===== config.mk =====
export PLATFORM = sky130hd
export DESIGN_NAME = sw_event_gen
export DESIGN_NICKNAME = d
export VERILOG_FILES = /design/src/rtl/sw_event_gen.sv
export SDC_FILE = /design/constraint.sdc
export NUM_CORES = 1
export LEC_CHECK = 0
export CAP_MARGIN = 10
export CELL_PAD_IN_SITES_DETAIL_PLACEMENT = 2
export CELL_PAD_IN_SITES_GLOBAL_PLACEMENT = 2
export CORE_AREA = 2 2 123 125
export CTS_CLUSTER_SIZE = 20
export DETAILED_ROUTE_END_ITERATION = 8
export DIE_AREA = 0 0 125 127
export PLACE_DENSITY_LB_ADDON = 0.1
export SLEW_MARGIN = 40
export SYNTH_ARGS = -nofsm -noshare
export SYNTH_HDL_FRONTEND = slang
export SYNTH_SLANG_ARGS = --single-unit

===== constraint.sdc =====
create_clock -name clk -period 3.75 [get_ports clk]
set_input_delay 1.125 -clock clk [delete_from_list [all_inputs] [get_ports clk]]
set_output_delay 1.125 -clock clk [all_outputs]
set_load 0.01 [all_outputs]

===== src/rtl/sw_event_gen.sv =====
// Panel push-switch conditioner: 2-flop sync, shared 1 ms tick, per-switch
// debounce / hold / auto-repeat FSM with registered single-cycle event pulses.
module sw_event_gen #(
   parameter int unsigned N_SW     = 3,
   parameter int unsigned TICK_DIV = 50000,
   parameter int unsigned DEB_MS   = 20,
   parameter int unsigned HOLD_MS  = 600,
   parameter int unsigned REP_MS   = 150
) (
   input  logic            clk,
   input  logic            rst_n,
   input  logic [N_SW-1:0] i_sw,
   output logic [N_SW-1:0] o_level,
   output logic [N_SW-1:0] o_press,
   output logic [N_SW-1:0] o_long,
   output logic [N_SW-1:0] o_repeat,
   output logic [N_SW-1:0] o_release,
   output logic [N_SW-1:0] o_event
);

   typedef enum logic [2:0] {S_IDLE, S_DEB_P, S_HELD, S_REPEAT, S_DEB_R} state_t;

   localparam logic [31:0] TICK_LAST = 32'(TICK_DIV - 1);
   localparam logic [15:0] DEB_LAST  = 16'(DEB_MS - 1);
   localparam logic [15:0] HOLD_LAST = 16'(HOLD_MS - 1);
   localparam logic [15:0] REP_LAST  = 16'(REP_MS - 1);

   logic [N_SW-1:0] sync1_q, sync2_q, p;
   logic [31:0]     presc_q, presc_d;
   logic            tick;
   state_t          state_q [N_SW];
   state_t          state_d [N_SW];
   logic [15:0]     cnt_q   [N_SW];
   logic [15:0]     cnt_d   [N_SW];
   logic [N_SW-1:0] level_d, press_d, long_d, repeat_d, release_d;
   logic [N_SW-1:0] level_q, press_q, long_q, repeat_q, release_q, event_q;

   assign p       = ~sync2_q;
   assign tick    = (presc_q == TICK_LAST);
   assign presc_d = tick ? 32'd0 : presc_q + 32'd1;

   always_ff @(posedge clk or negedge rst_n) begin
      if (!rst_n) begin
         sync1_q   <= '1;
         sync2_q   <= '1;
         presc_q   <= '0;
         level_q   <= '0;
         press_q   <= '0;
         long_q    <= '0;
         repeat_q  <= '0;
         release_q <= '0;
         event_q   <= '0;
         for (int i = 0; i < N_SW; i++) begin
            state_q[i] <= S_IDLE;
            cnt_q[i]   <= '0;
         end
      end else begin
         sync1_q   <= i_sw;
         sync2_q   <= sync1_q;
         presc_q   <= presc_d;
         level_q   <= level_d;
         press_q   <= press_d;
         long_q    <= long_d;
         repeat_q  <= repeat_d;
         release_q <= release_d;
         event_q   <= press_d | repeat_d;
         for (int i = 0; i < N_SW; i++) begin
            state_q[i] <= state_d[i];
            cnt_q[i]   <= cnt_d[i];
         end
      end
   end

   // A change of p always beats a coincident terminal tick.
   always_comb begin
      for (int i = 0; i < N_SW; i++) begin
         state_d[i] = state_q[i];
         cnt_d[i]   = cnt_q[i];
         case (state_q[i])
            S_IDLE: begin
               if (p[i]) begin
                  state_d[i] = S_DEB_P;
                  cnt_d[i]   = '0;
               end
            end
            S_DEB_P: begin
               if (!p[i]) begin
                  state_d[i] = S_IDLE;
                  cnt_d[i]   = '0;
               end else if (tick) begin
                  if (cnt_q[i] == DEB_LAST) begin
                     state_d[i] = S_HELD;
                     cnt_d[i]   = '0;
                  end else begin
                     cnt_d[i] = cnt_q[i] + 16'd1;
                  end
               end
            end
            S_HELD: begin
               if (!p[i]) begin
                  state_d[i] = S_DEB_R;
                  cnt_d[i]   = '0;
               end else if (tick) begin
                  if (cnt_q[i] == HOLD_LAST) begin
                     state_d[i] = S_REPEAT;
                     cnt_d[i]   = '0;
                  end else begin
                     cnt_d[i] = cnt_q[i] + 16'd1;
                  end
               end
            end
            S_REPEAT: begin
               if (!p[i]) begin
                  state_d[i] = S_DEB_R;
                  cnt_d[i]   = '0;
               end else if (tick) begin
                  cnt_d[i] = (cnt_q[i] == REP_LAST) ? 16'd0 : cnt_q[i] + 16'd1;
               end
            end
            S_DEB_R: begin
               if (p[i]) begin
                  state_d[i] = S_HELD;
                  cnt_d[i]   = '0;
               end else if (tick) begin
                  if (cnt_q[i] == DEB_LAST) begin
                     state_d[i] = S_IDLE;
                     cnt_d[i]   = '0;
                  end else begin
                     cnt_d[i] = cnt_q[i] + 16'd1;
                  end
               end
            end
            default: begin
               state_d[i] = S_IDLE;
               cnt_d[i]   = '0;
            end
         endcase
      end
   end

   always_comb begin
      level_d   = '0;
      press_d   = '0;
      long_d    = '0;
      repeat_d  = '0;
      release_d = '0;
      for (int i = 0; i < N_SW; i++) begin
         level_d[i] = (state_d[i] == S_HELD) || (state_d[i] == S_REPEAT) ||
                      (state_d[i] == S_DEB_R);
         case (state_q[i])
            S_DEB_P:  press_d[i]   = p[i] && tick && (cnt_q[i] == DEB_LAST);
            S_HELD: begin
               long_d[i]   = p[i] && tick && (cnt_q[i] == HOLD_LAST);
               repeat_d[i] = p[i] && tick && (cnt_q[i] == HOLD_LAST);
            end
            S_REPEAT: repeat_d[i]  = p[i] && tick && (cnt_q[i] == REP_LAST);
            S_DEB_R:  release_d[i] = !p[i] && tick && (cnt_q[i] == DEB_LAST);
            default: ;
         endcase
      end
   end

   assign o_level   = level_q;
   assign o_press   = press_q;
   assign o_long    = long_q;
   assign o_repeat  = repeat_q;
   assign o_release = release_q;
   assign o_event   = event_q;

endmodule


==> results of run 1 <==
[routing by layer]
| layer | vias to the layer above | routed length (um) | GRT usage |
|---|---|---|---|
| met4 | 0 | 397 | 0.0974 |
| met3 | 32 | 583 | 0.0448 |
| met5 | - | 0 | 0 |
| met2 | 97 | 10000 | 0.448 |
| met1 | 2771 | 8640 | 0.329 |
| li1 | 2433 | - | - |
[stage by stage]
| step | hold slack (ns) | power [W] | instance area, um^2 | cells | util |
|---|---|---|---|---|---|
| floorplan | 0.345 | 0.00132 | 5980 | 645 | - |
| global placement | 0.346 | 0.00137 | 6390 | 832 | 0.443 |
| detailed placement | 0.349 | 0.00138 | 6400 | 832 | 0.444 |
| CTS | 0.355 | 0.00303 | 6990 | 864 | 0.484 |
| global route | 0.361 | 0.00309 | 7000 | 865 | 0.485 |
| finish | 0.352 | 0.00300 | 7000 | 865 | 0.485 |
[cell usage after synthesis, drive strengths merged, types with 3 or more instances]
master	instances
nand4	31
or2	6
dfstp	6
o211ai	3
a41oi	5
clkbuf	17
mux2i	6
a32oi	8
or3	7
nand3	43
a21oi	34
nor4b	5
dfrtp	107
or4	3
nor4bb	3
nor2	53
o21bai	4
o21ai	30
or3b	4
ha	7
a31oi	27
o21a	3
nand2	63
nor4	20
and3	13
nand4b	3
xor2	11
nand2b	3
xnor2	23
nand3b	3
buf	14
nor3	14
o22ai	11
inv	19
and2	5
and4	7
a21o	3
[cells by family (layout without fill, tap and decap cells)]
logic type | count (synthesis) | in the layout | share of synthesized area
DFF | 113 | 113 | 0.474
adders and majority gates | 7 | 7 | 0.0146
xor gates and xnor gates | 34 | 34 | 0.0498
muxes | 6 | 6 | 0.0100
buffers and inverters | 50 | 86 | 0.0343
and+or+nand+nor | 293 | 293 | 0.267
AOI/OAI and AO/OA | 142 | 142 | 0.150
[registers in the layout, summed over array words and instances (netlist names)]
name / flops
cnt_q: 48
o_event: 3
o_level: 3
o_long: 3
o_press: 3
o_release: 3
o_repeat: 3
presc_q: 32
state_q: 9
sync1_q: 3
sync2_q: 3
[final timing paths]
path | slack, ns | end | start | depth (start not counted)
worst max register to register | 0.59 | cnt_q[25]$_DFFE_PN0P_ | presc_q[10]$_DFF_PN0_ | 6
max in group asynchronous | 2.18 | sync1_q[2]$_DFF_PN1_ | rst_n | 2
min in group asynchronous | 0.68 | presc_q[12]$_DFF_PN0_ | rst_n | 1
worst min-delay path | 0.35 | sync2_q[2]$_DFF_PN1_ | sync1_q[2]$_DFF_PN1_ | 0
worst max-delay path | 0.59 | cnt_q[25]$_DFFE_PN0P_ | presc_q[10]$_DFF_PN0_ | 6
worst min register to register | 0.35 | sync2_q[2]$_DFF_PN1_ | sync1_q[2]$_DFF_PN1_ | 0
[area by class of cell]
cell class	instances	area, um^2
multi-input combinational	482	2960
tap	184	230
timing repair buffer	35	313
clock inverter	6	80.1
fill	1526	7420
sequential	113	2840
inverter	19	71.3
clock buffer	26	509
[layout by cell type, fill, tap and decap left out, types with 19 or more instances in the layout]
master,Yosys,routed
a31oi_1,27,26
o21ai_0,29,29
dfrtp_1,107,107
nor2_1,53,52
nand2_1,63,63
clkdlybuf4s50_1,0,21
inv_1,19,19
a21oi_1,33,33
nand4_1,30,30
nand3_1,43,43
xnor2_1,23,23
[power groups by stage]
stage	logic, W	clock network (W)	registers [W]
after CTS	0.000123	0.00166	0.00124
final	0.000122	0.00164	0.00124
after floorplan	0.0000631	0	0.00125
after global routing	0.000135	0.00172	0.00124
after detailed placement	0.000120	0	0.00126
after global placement	0.000115	0	0.00126
==> impl_results.html, run 1 <==
<table>
<tr><th>Metric</th><th>Value</th></tr>
<tr><th colspan="2">Global route</th></tr>
<tr><td>Antenna violations before repair</td><td>0</td></tr>
<tr><td>Number of global-route vias before repair</td><td>6096</td></tr>
<tr><td>Wire length of the first global-routing pass</td><td>32800 um</td></tr>
<tr><td>Remaining global-route overflow</td><td>0</td></tr>
<tr><td>Gr usage total</td><td>0.260</td></tr>
<tr><td>Largest net degree at the start of global routing</td><td>41</td></tr>
<tr><th colspan="2">Clocking</th></tr>
<tr><td>H-tree depth</td><td>4</td></tr>
<tr><td>Deepest clock path buffer count</td><td>2</td></tr>
<tr><td>Clock latency of the later-clocked register in the worst-skew pair</td><td>0.42 ns</td></tr>
<tr><td>Clock buffer count from CTS</td><td>17</td></tr>
<tr><td>CTS clock-pin slew for the worst setup and hold paths</td><td>0.06 ns</td></tr>
<tr><td>Hold-fix buffers, CTS</td><td>0</td></tr>
<tr><td>Post-CTS setup-driven buffer insertion count</td><td>0</td></tr>
<tr><td>CTS root buffer</td><td>clkbuf_16</td></tr>
<tr><td>Num Clock Sinks</td><td>113</td></tr>
<tr><td>Number of gates resized after CTS</td><td>0</td></tr>
<tr><td>Clock tree from TritonCTS</td><td>yes</td></tr>
<tr><th colspan="2">STA</th></tr>
<tr><td>Number of pins exceeding their max-slew limit in the final report</td><td>0</td></tr>
<tr><td>Final Setup Violations</td><td>0</td></tr>
<tr><td>Hold Vio Cnt, Final</td><td>0</td></tr>
<tr><td>Share of the clock period used by the worst path after layout</td><td>0.844</td></tr>
<tr><td>Worst slew slack as a fraction of its limit</td><td>0.497</td></tr>
<tr><td>Final Skew</td><td>~0.0079 ns</td></tr>
<tr><td>Min cycle time layout</td><td>3.16 ns</td></tr>
<tr><td>Final worst slack</td><td>between 0.5 and 0.6 ns</td></tr>
<tr><td>Achievable Freq</td><td>316 MHz</td></tr>
<tr><td>Final TNS setup</td><td>0 ns</td></tr>
<tr><td>RSZ-0062 raised after global routing</td><td>no</td></tr>
<tr><td>Worst-margin pin slew</td><td>0.736 ns</td></tr>
<tr><th colspan="2">Pwr</th></tr>
<tr><td>Relative contribution of sequential cells to total power</td><td>0.412</td></tr>
<tr><td>Combinational group share of total power</td><td>0.041</td></tr>
<tr><td>Peak VDD IR</td><td>324 uV</td></tr>
<tr><td>Pwr/cell area</td><td>429 nW/um^2</td></tr>
<tr><td>Net Sw Power</td><td>around 0.00068 W</td></tr>
<tr><td>Fraction of power spent switching nets</td><td>0.226</td></tr>
<tr><td>Fraction of power consumed by the clock network</td><td>0.547</td></tr>
<tr><td>Static Leak</td><td>2.80 nW</td></tr>
<tr><td>Design internal power</td><td>0.00232 W</td></tr>
<tr><th colspan="2">Synth</th></tr>
<tr><td>Yosys warning total</td><td>0</td></tr>
<tr><td>Post-Synthesis Cells</td><td>645</td></tr>
<tr><td>Cells taking the most area after synthesis</td><td>dfrtp_1 (45%), nand2_1 (4.0%), nand3_1 (3.6%), xnor2_1 (3.4%), nor2_1 (3.3%)</td></tr>
<tr><td>Primary flip-flop cell chosen by synthesis mapping</td><td>dfrtp_1</td></tr>
<tr><td>Per-instance average area after synthesis</td><td>9.27 um^2</td></tr>
<tr><td>FF+latch count, synth</td><td>113</td></tr>
<tr><td>Area of the mapped netlist</td><td>5980 um^2</td></tr>
<tr><td>Number of enable-type register cells in the synthesized netlist</td><td>0</td></tr>
<tr><td>Share of the synthesized area in the top cell type</td><td>0.448</td></tr>
<tr><td>Post-synthesis cell type count</td><td>63</td></tr>
<tr><td>Sequential cell area fraction in the yosys report</td><td>0.474</td></tr>
<tr><td>Number of nets in the synthesized netlist</td><td>between 600 and 700</td></tr>
<tr><td>Async S/R FF share, synth</td><td>1.00</td></tr>
<tr><td>Library cell occupying the most area in the post-synthesis netlist</td><td>dfrtp_1</td></tr>
<tr><th colspan="2">Place</th></tr>
<tr><td>Detail Placement HPWL</td><td>between 10000 and 15000 um</td></tr>
<tr><td>Worst slack after detailed placement</td><td>0.611 ns</td></tr>
<tr><td>Port bufs</td><td>22</td></tr>
<tr><td>Global placement routability congestion</td><td>0.801</td></tr>
<tr><th colspan="2">Critical path</th></tr>
<tr><td>Critical path, cell by cell</td><td>nor4b_1 &gt; nand4_1 &gt; or2_1 &gt; a21oi_2 &gt; nand2_1 &gt; a211oi_1</td></tr>
<tr><td>Cell at the slowest stage of the critical path</td><td>or2_1</td></tr>
<tr><td>Critical-path maximum fanout</td><td>12</td></tr>
<tr><td>Kind of cell adding the most delay to the critical path</td><td>simple AND/OR/NAND/NOR gates</td></tr>
<tr><td>Count of buffer and inverter cells on the critical path</td><td>0</td></tr>
<tr><td>Kind of critical path</td><td>flop to flop</td></tr>
<tr><td>Required time reported for the critical path endpoint</td><td>4.08 ns</td></tr>
<tr><td>CP Capture Type</td><td>flop</td></tr>
<tr><td>CP peak stage delay</td><td>0.64 ns</td></tr>
<tr><td>Arrival time reported for the critical path endpoint</td><td>3.50 ns</td></tr>
<tr><td>CP Launch Type</td><td>flop</td></tr>
<tr><th colspan="2">Drt</th></tr>
<tr><td>DRT iter0 DRCs</td><td>280</td></tr>
<tr><td>Post-detailed-route DRC marker count</td><td>0</td></tr>
<tr><td>Antenna Violating Nets Remaining</td><td>0</td></tr>
<tr><td>Detailed-routing iteration count for the pre-antenna-repair pass</td><td>4</td></tr>
<tr><td>Average wire per cell in the routed design</td><td>between 20 and 25 um</td></tr>
<tr><td>Vias per inst</td><td>between 6 and 7</td></tr>
<tr><td>Total via count in the routed design</td><td>5333</td></tr>
<tr><td>Aggregate routed wire length</td><td>19600 um</td></tr>
<tr><th colspan="2">Outcome</th></tr>
<tr><td>Run status</td><td>completed</td></tr>
<tr><th colspan="2">Floorplanning</th></tr>
<tr><td>Top-level I/O count</td><td>23</td></tr>
<tr><td>Standard-cell row count</td><td>44</td></tr>
<tr><td>Starting density of the core</td><td>0.415</td></tr>
<tr><td>Die Span X</td><td>125 um</td></tr>
<tr><td>Die Span Y</td><td>127 um</td></tr>
<tr><td>Placeable core area</td><td>~14000 um^2</td></tr>
<tr><td>Total die area</td><td>15900 um^2</td></tr>
<tr><th colspan="2">Finish</th></tr>
<tr><td>Layout Nets</td><td>680</td></tr>
<tr><td>Syn-to-layout area delta</td><td>17.1%</td></tr>
<tr><td>Inserted Diodes</td><td>0</td></tr>
<tr><td>Layout cell share with drive strength beyond 1</td><td>0.0984</td></tr>
<tr><th colspan="2">Run</th></tr>
<tr><td>Number of violations of the max-capacitance limit</td><td>0</td></tr>
<tr><th colspan="2">Min path</th></tr>
<tr><td>Worst min-delay path class</td><td>flop to flop</td></tr>
</table>
(Power assumes the default switching activity.)
==> inputs of run 2 (changes only) <==
--- a/config.mk
+++ b/config.mk
@@ -8,10 +8,10 @@
 export CAP_MARGIN = 10
 export CELL_PAD_IN_SITES_DETAIL_PLACEMENT = 2
 export CELL_PAD_IN_SITES_GLOBAL_PLACEMENT = 2
-export CORE_AREA = 2 2 123 125
+export CORE_AREA = 2 2 127 129
 export CTS_CLUSTER_SIZE = 20
 export DETAILED_ROUTE_END_ITERATION = 8
-export DIE_AREA = 0 0 125 127
+export DIE_AREA = 0 0 129 131
 export PLACE_DENSITY_LB_ADDON = 0.1
 export SLEW_MARGIN = 40
 export SYNTH_ARGS = -nofsm -noshare
==> constraint.sdc (replaced) <==
create_clock -name clk -period 3.05 [get_ports clk]
set_input_delay 0.915 -clock clk [delete_from_list [all_inputs] [get_ports clk]]
set_output_delay 0.915 -clock clk [all_outputs]
set_load 0.01 [all_outputs]
==> impl_results.html, run 2 (same netlist as run 1, synthesis figures left out) <==
<table>
<tr><th>Metric</th><th>Value</th></tr>
<tr><th colspan="2">STA</th></tr>
<tr><td>RSZ-0062 raised after global routing</td><td>no (unchanged)</td></tr>
<tr><td>Number of pins exceeding their max-slew limit in the final report</td><td>0 (unchanged)</td></tr>
<tr><td>Hold Vio Cnt, Final</td><td>0 (unchanged)</td></tr>
<tr><td>Achievable Freq</td><td>367 MHz (was 316 MHz)</td></tr>
<tr><td>Worst-margin pin slew</td><td>0.810 ns (was 0.736 ns)</td></tr>
<tr><td>Share of the clock period used by the worst path after layout</td><td>0.893 (was 0.844)</td></tr>
<tr><td>Final Setup Violations</td><td>0 (unchanged)</td></tr>
<tr><td>Final TNS setup</td><td>0 ns (unchanged)</td></tr>
<tr><td>Min cycle time layout</td><td>2.72 ns (was 3.16 ns)</td></tr>
<tr><td>Final Skew</td><td>0.00897 ns (was 0.00792 ns)</td></tr>
<tr><td>Worst slew slack as a fraction of its limit</td><td>0.458 (was 0.497)</td></tr>
<tr><th colspan="2">Global route</th></tr>
<tr><td>Antenna violations before repair</td><td>0 (unchanged)</td></tr>
<tr><td>Wire length of the first global-routing pass</td><td>32600 um (was 32800 um)</td></tr>
<tr><td>Remaining global-route overflow</td><td>0 (unchanged)</td></tr>
<tr><td>Number of global-route vias before repair</td><td>5993 (was 6096)</td></tr>
<tr><td>Largest net degree at the start of global routing</td><td>43 (was 41)</td></tr>
<tr><td>Gr usage total</td><td>0.249 (was 0.260)</td></tr>
<tr><th colspan="2">Critical path</th></tr>
<tr><td>Arrival time reported for the critical path endpoint</td><td>3.01 ns (was 3.50 ns)</td></tr>
<tr><td>Required time reported for the critical path endpoint</td><td>3.33 ns (was 4.08 ns)</td></tr>
<tr><td>Kind of critical path</td><td>flop to flop (unchanged)</td></tr>
<tr><td>Worst reg2reg startpoint</td><td>presc_q[0]$_DFF_PN0_ (was presc_q[10]$_DFF_PN0_)</td></tr>
<tr><td>Setup crit start</td><td>presc_q[0]$_DFF_PN0_ (was presc_q[10]$_DFF_PN0_)</td></tr>
<tr><td>CP Capture Type</td><td>flop (unchanged)</td></tr>
<tr><td>CP Launch Type</td><td>flop (unchanged)</td></tr>
<tr><td>Critical-path maximum fanout</td><td>13 (was 12)</td></tr>
<tr><th colspan="2">Finish</th></tr>
<tr><td>Most common library cell in the layout ignoring fill and taps</td><td>dfrtp_1 (unchanged)</td></tr>
<tr><td>Inserted Diodes</td><td>0 (unchanged)</td></tr>
<tr><td>Total area of sequential cells</td><td>2840 um^2 (unchanged)</td></tr>
<tr><td>Max FFs per register</td><td>48 (unchanged)</td></tr>
<tr><td>Syn-to-layout area delta</td><td>19.8% (was 17.1%)</td></tr>
<tr><td>Layout Nets</td><td>689 (was 680)</td></tr>
<tr><td>Area occupied by multi-input gates</td><td>2960 um^2 (about the same)</td></tr>
<tr><td>Top library cells by usage in the layout, fill and taps aside</td><td>dfrtp_1 (107), nand2_1 (63), nor2_1 (52), nand3_1 (43), a21oi_1 (32) (was dfrtp_1 (107), nand2_1 (63), nor2_1 (52), nand3_1 (43), a21oi_1 (33))</td></tr>
<tr><td>Largest register by flop count</td><td>cnt_q (unchanged)</td></tr>
<tr><td>Fill cell instance count of the final layout</td><td>1661 (was 1526)</td></tr>
<tr><td>Top flop regs</td><td>cnt_q x48, presc_q x32, state_q x9 (unchanged)</td></tr>
<tr><td>Layout cell share with drive strength beyond 1</td><td>0.114 (was 0.0984)</td></tr>
<tr><th colspan="2">Floorplanning</th></tr>
<tr><td>Die Span X</td><td>129 um (was 125 um)</td></tr>
<tr><td>Total die area</td><td>16900 um^2 (was 15900 um^2)</td></tr>
<tr><td>Standard-cell row count</td><td>46 (was 44)</td></tr>
<tr><td>Die Span Y</td><td>131 um (was 127 um)</td></tr>
<tr><td>Top-level I/O count</td><td>23 (unchanged)</td></tr>
<tr><td>Starting density of the core</td><td>0.383 (was 0.415)</td></tr>
<tr><td>Placeable core area</td><td>15600 um^2 (was 14400 um^2)</td></tr>
<tr><th colspan="2">Place</th></tr>
<tr><td>Detail Placement HPWL</td><td>13300 um (was 12700 um)</td></tr>
<tr><td>Port bufs</td><td>22 (unchanged)</td></tr>
<tr><td>Global placement routability congestion</td><td>0.813 (was 0.801)</td></tr>
<tr><th colspan="2">Drt</th></tr>
<tr><td>Antenna Violating Nets Remaining</td><td>0 (unchanged)</td></tr>
<tr><td>Total via count in the routed design</td><td>5354 (was 5333)</td></tr>
<tr><td>DRT iter0 DRCs</td><td>311 (was 280)</td></tr>
<tr><td>Detailed-routing iteration count for the pre-antenna-repair pass</td><td>6 (was 4)</td></tr>
<tr><td>Aggregate routed wire length</td><td>19600 um (about the same)</td></tr>
<tr><td>Post-detailed-route DRC marker count</td><td>0 (unchanged)</td></tr>
<tr><td>Vias per inst</td><td>5.91 (was 6.17)</td></tr>
<tr><td>Average wire per cell in the routed design</td><td>21.7 um (was 22.7 um)</td></tr>
<tr><th colspan="2">Clocking</th></tr>
<tr><td>CTS clock-pin slew for the worst setup and hold paths</td><td>0.05 ns (was 0.06 ns)</td></tr>
<tr><td>Clock tree from TritonCTS</td><td>yes (unchanged)</td></tr>
<tr><td>Post-CTS setup-driven buffer insertion count</td><td>0 (unchanged)</td></tr>
<tr><td>Clock latency of the later-clocked register in the worst-skew pair</td><td>0.42 ns (about the same)</td></tr>
<tr><td>Clock buffer count from CTS</td><td>17 (unchanged)</td></tr>
<tr><td>Deepest clock path buffer count</td><td>2 (unchanged)</td></tr>
<tr><td>H-tree depth</td><td>4 (unchanged)</td></tr>
<tr><td>Hold-fix buffers, CTS</td><td>0 (unchanged)</td></tr>
<tr><td>Num Clock Sinks</td><td>113 (unchanged)</td></tr>
<tr><td>CTS root buffer</td><td>clkbuf_16 (unchanged)</td></tr>
<tr><th colspan="2">Outcome</th></tr>
<tr><td>Run status</td><td>completed (unchanged)</td></tr>
<tr><th colspan="2">Pwr</th></tr>
<tr><td>Pwr/cell area</td><td>534 nW/um^2 (was 429 nW/um^2)</td></tr>
<tr><td>Peak VDD IR</td><td>395 uV (was 324 uV)</td></tr>
<tr><td>Total power</td><td>0.00382 W (was 0.00300 W)</td></tr>
<tr><td>Static Leak</td><td>2.87 nW (was 2.80 nW)</td></tr>
<tr><th colspan="2">Run</th></tr>
<tr><td>Number of violations of the max-capacitance limit</td><td>0 (unchanged)</td></tr>
<tr><th colspan="2">Min path</th></tr>
<tr><td>Origin of the worst min-delay path</td><td>sync1_q[1]$_DFF_PN1_ (was sync1_q[2]$_DFF_PN1_)</td></tr>
<tr><td>Worst min-delay path class</td><td>flop to flop (unchanged)</td></tr>
</table>
==> run 2: cell count changes in the layout (fill, tap and decap cells not counted), moves of 2 or more <==
| cell | delta |
|---|---|
| clkbuf_8 | -2 |
| buf_4 | +9 |
| clkbuf_1 | -2 |
| bufinv_16 | +2 |
==> run 2: area by class of cell <==
type	instances	area share
Clock inverter	10	0.0218
Sequential cell	113	0.396
Multi-Input combinational cell	482	0.413
Tap cell	216	0.0377
Inverter	19	0.00995
Timing Repair Buffer	44	0.0552
Clock buffer	22	0.0662
==> run 2: final timing paths <==
kind	depth (start not counted)	to	slack (ns)
worst max-delay path	9	cnt_q[33]$_DFFE_PN0P_	0.33
worst min-delay path	0	sync2_q[1]$_DFF_PN1_	0.36
worst max register to register	9	cnt_q[33]$_DFFE_PN0P_	0.33
worst min register to register	0	sync2_q[1]$_DFF_PN1_	0.36
max in group asynchronous	2	sync1_q[2]$_DFF_PN1_	1.79
min in group asynchronous	1	o_level[0]$_DFF_PN0_	0.52
==> run 2: critical path, cell delays in order (launching register included) <==
cell and delay [ns]:
dfrtp_1 0.37, ha_1 0.21, and3_1 0.33, nand4_1 0.28, buf_4 0.26, nor2_2 0.40
buf_4 0.30, nor2_1 0.08, o21ai_0 0.19, o21ai_0 0.14
==> run 2: per-stage QoR <==
step | hold slack, ns | cells | worst slack (ns) | area, um^2 | utilization
2_1_floorplan | 0.345 | 645 | 0.876 | 5980 | -
3_3_place_gp | 0.348 | 874 | 0.355 | 6510 | 0.418
3_5_place_dp | 0.349 | 874 | 0.245 | 6520 | 0.418
4_1_cts | 0.358 | 906 | 0.182 | 7150 | 0.459
5_1_grt | 0.363 | 906 | 0.0787 | 7170 | 0.459
6_report | 0.356 | 906 | 0.327 | 7170 | 0.459
==> run 2: what timing repair did <==
item | 4_1_cts | 5_1_grt
setup endpoints to repair | 0 | 5
hold endpoints to repair | 0 | 0
resized for setup | 0 | 2
==> run 2: power breakdown <==
group / total [W] / leakage [nW] / internal, W / switching, W
clock network: 0.00215 / 0.310 / 0.00143 / 0.000722
registers: 0.00152 / 1.54 / 0.00151 / 0.0000126
logic: 0.000153 / 1.02 / 0.0000438 / 0.000109
==> run 2: per-layer routing <==
layer  global-route usage  vias up  share of wire
li1                     -     2456              -
met1                0.318     2778           0.45
met2                0.434       90           0.51
met3               0.0371       30          0.026
met4               0.0818        0          0.016
met5                    0        -              0
==> inputs of run 3 (changes only) <==
--- a/config.mk
+++ b/config.mk
@@ -9,6 +9,7 @@
 export CELL_PAD_IN_SITES_DETAIL_PLACEMENT = 2
 export CELL_PAD_IN_SITES_GLOBAL_PLACEMENT = 2
 export CORE_AREA = 2 2 127 129
+export CTS_CLUSTER_DIAMETER = 100
 export CTS_CLUSTER_SIZE = 20
 export DETAILED_ROUTE_END_ITERATION = 8
 export DIE_AREA = 0 0 129 131
==> results of run 3 <==
The final DEF is identical to that of run 2; final timing and power are the same.
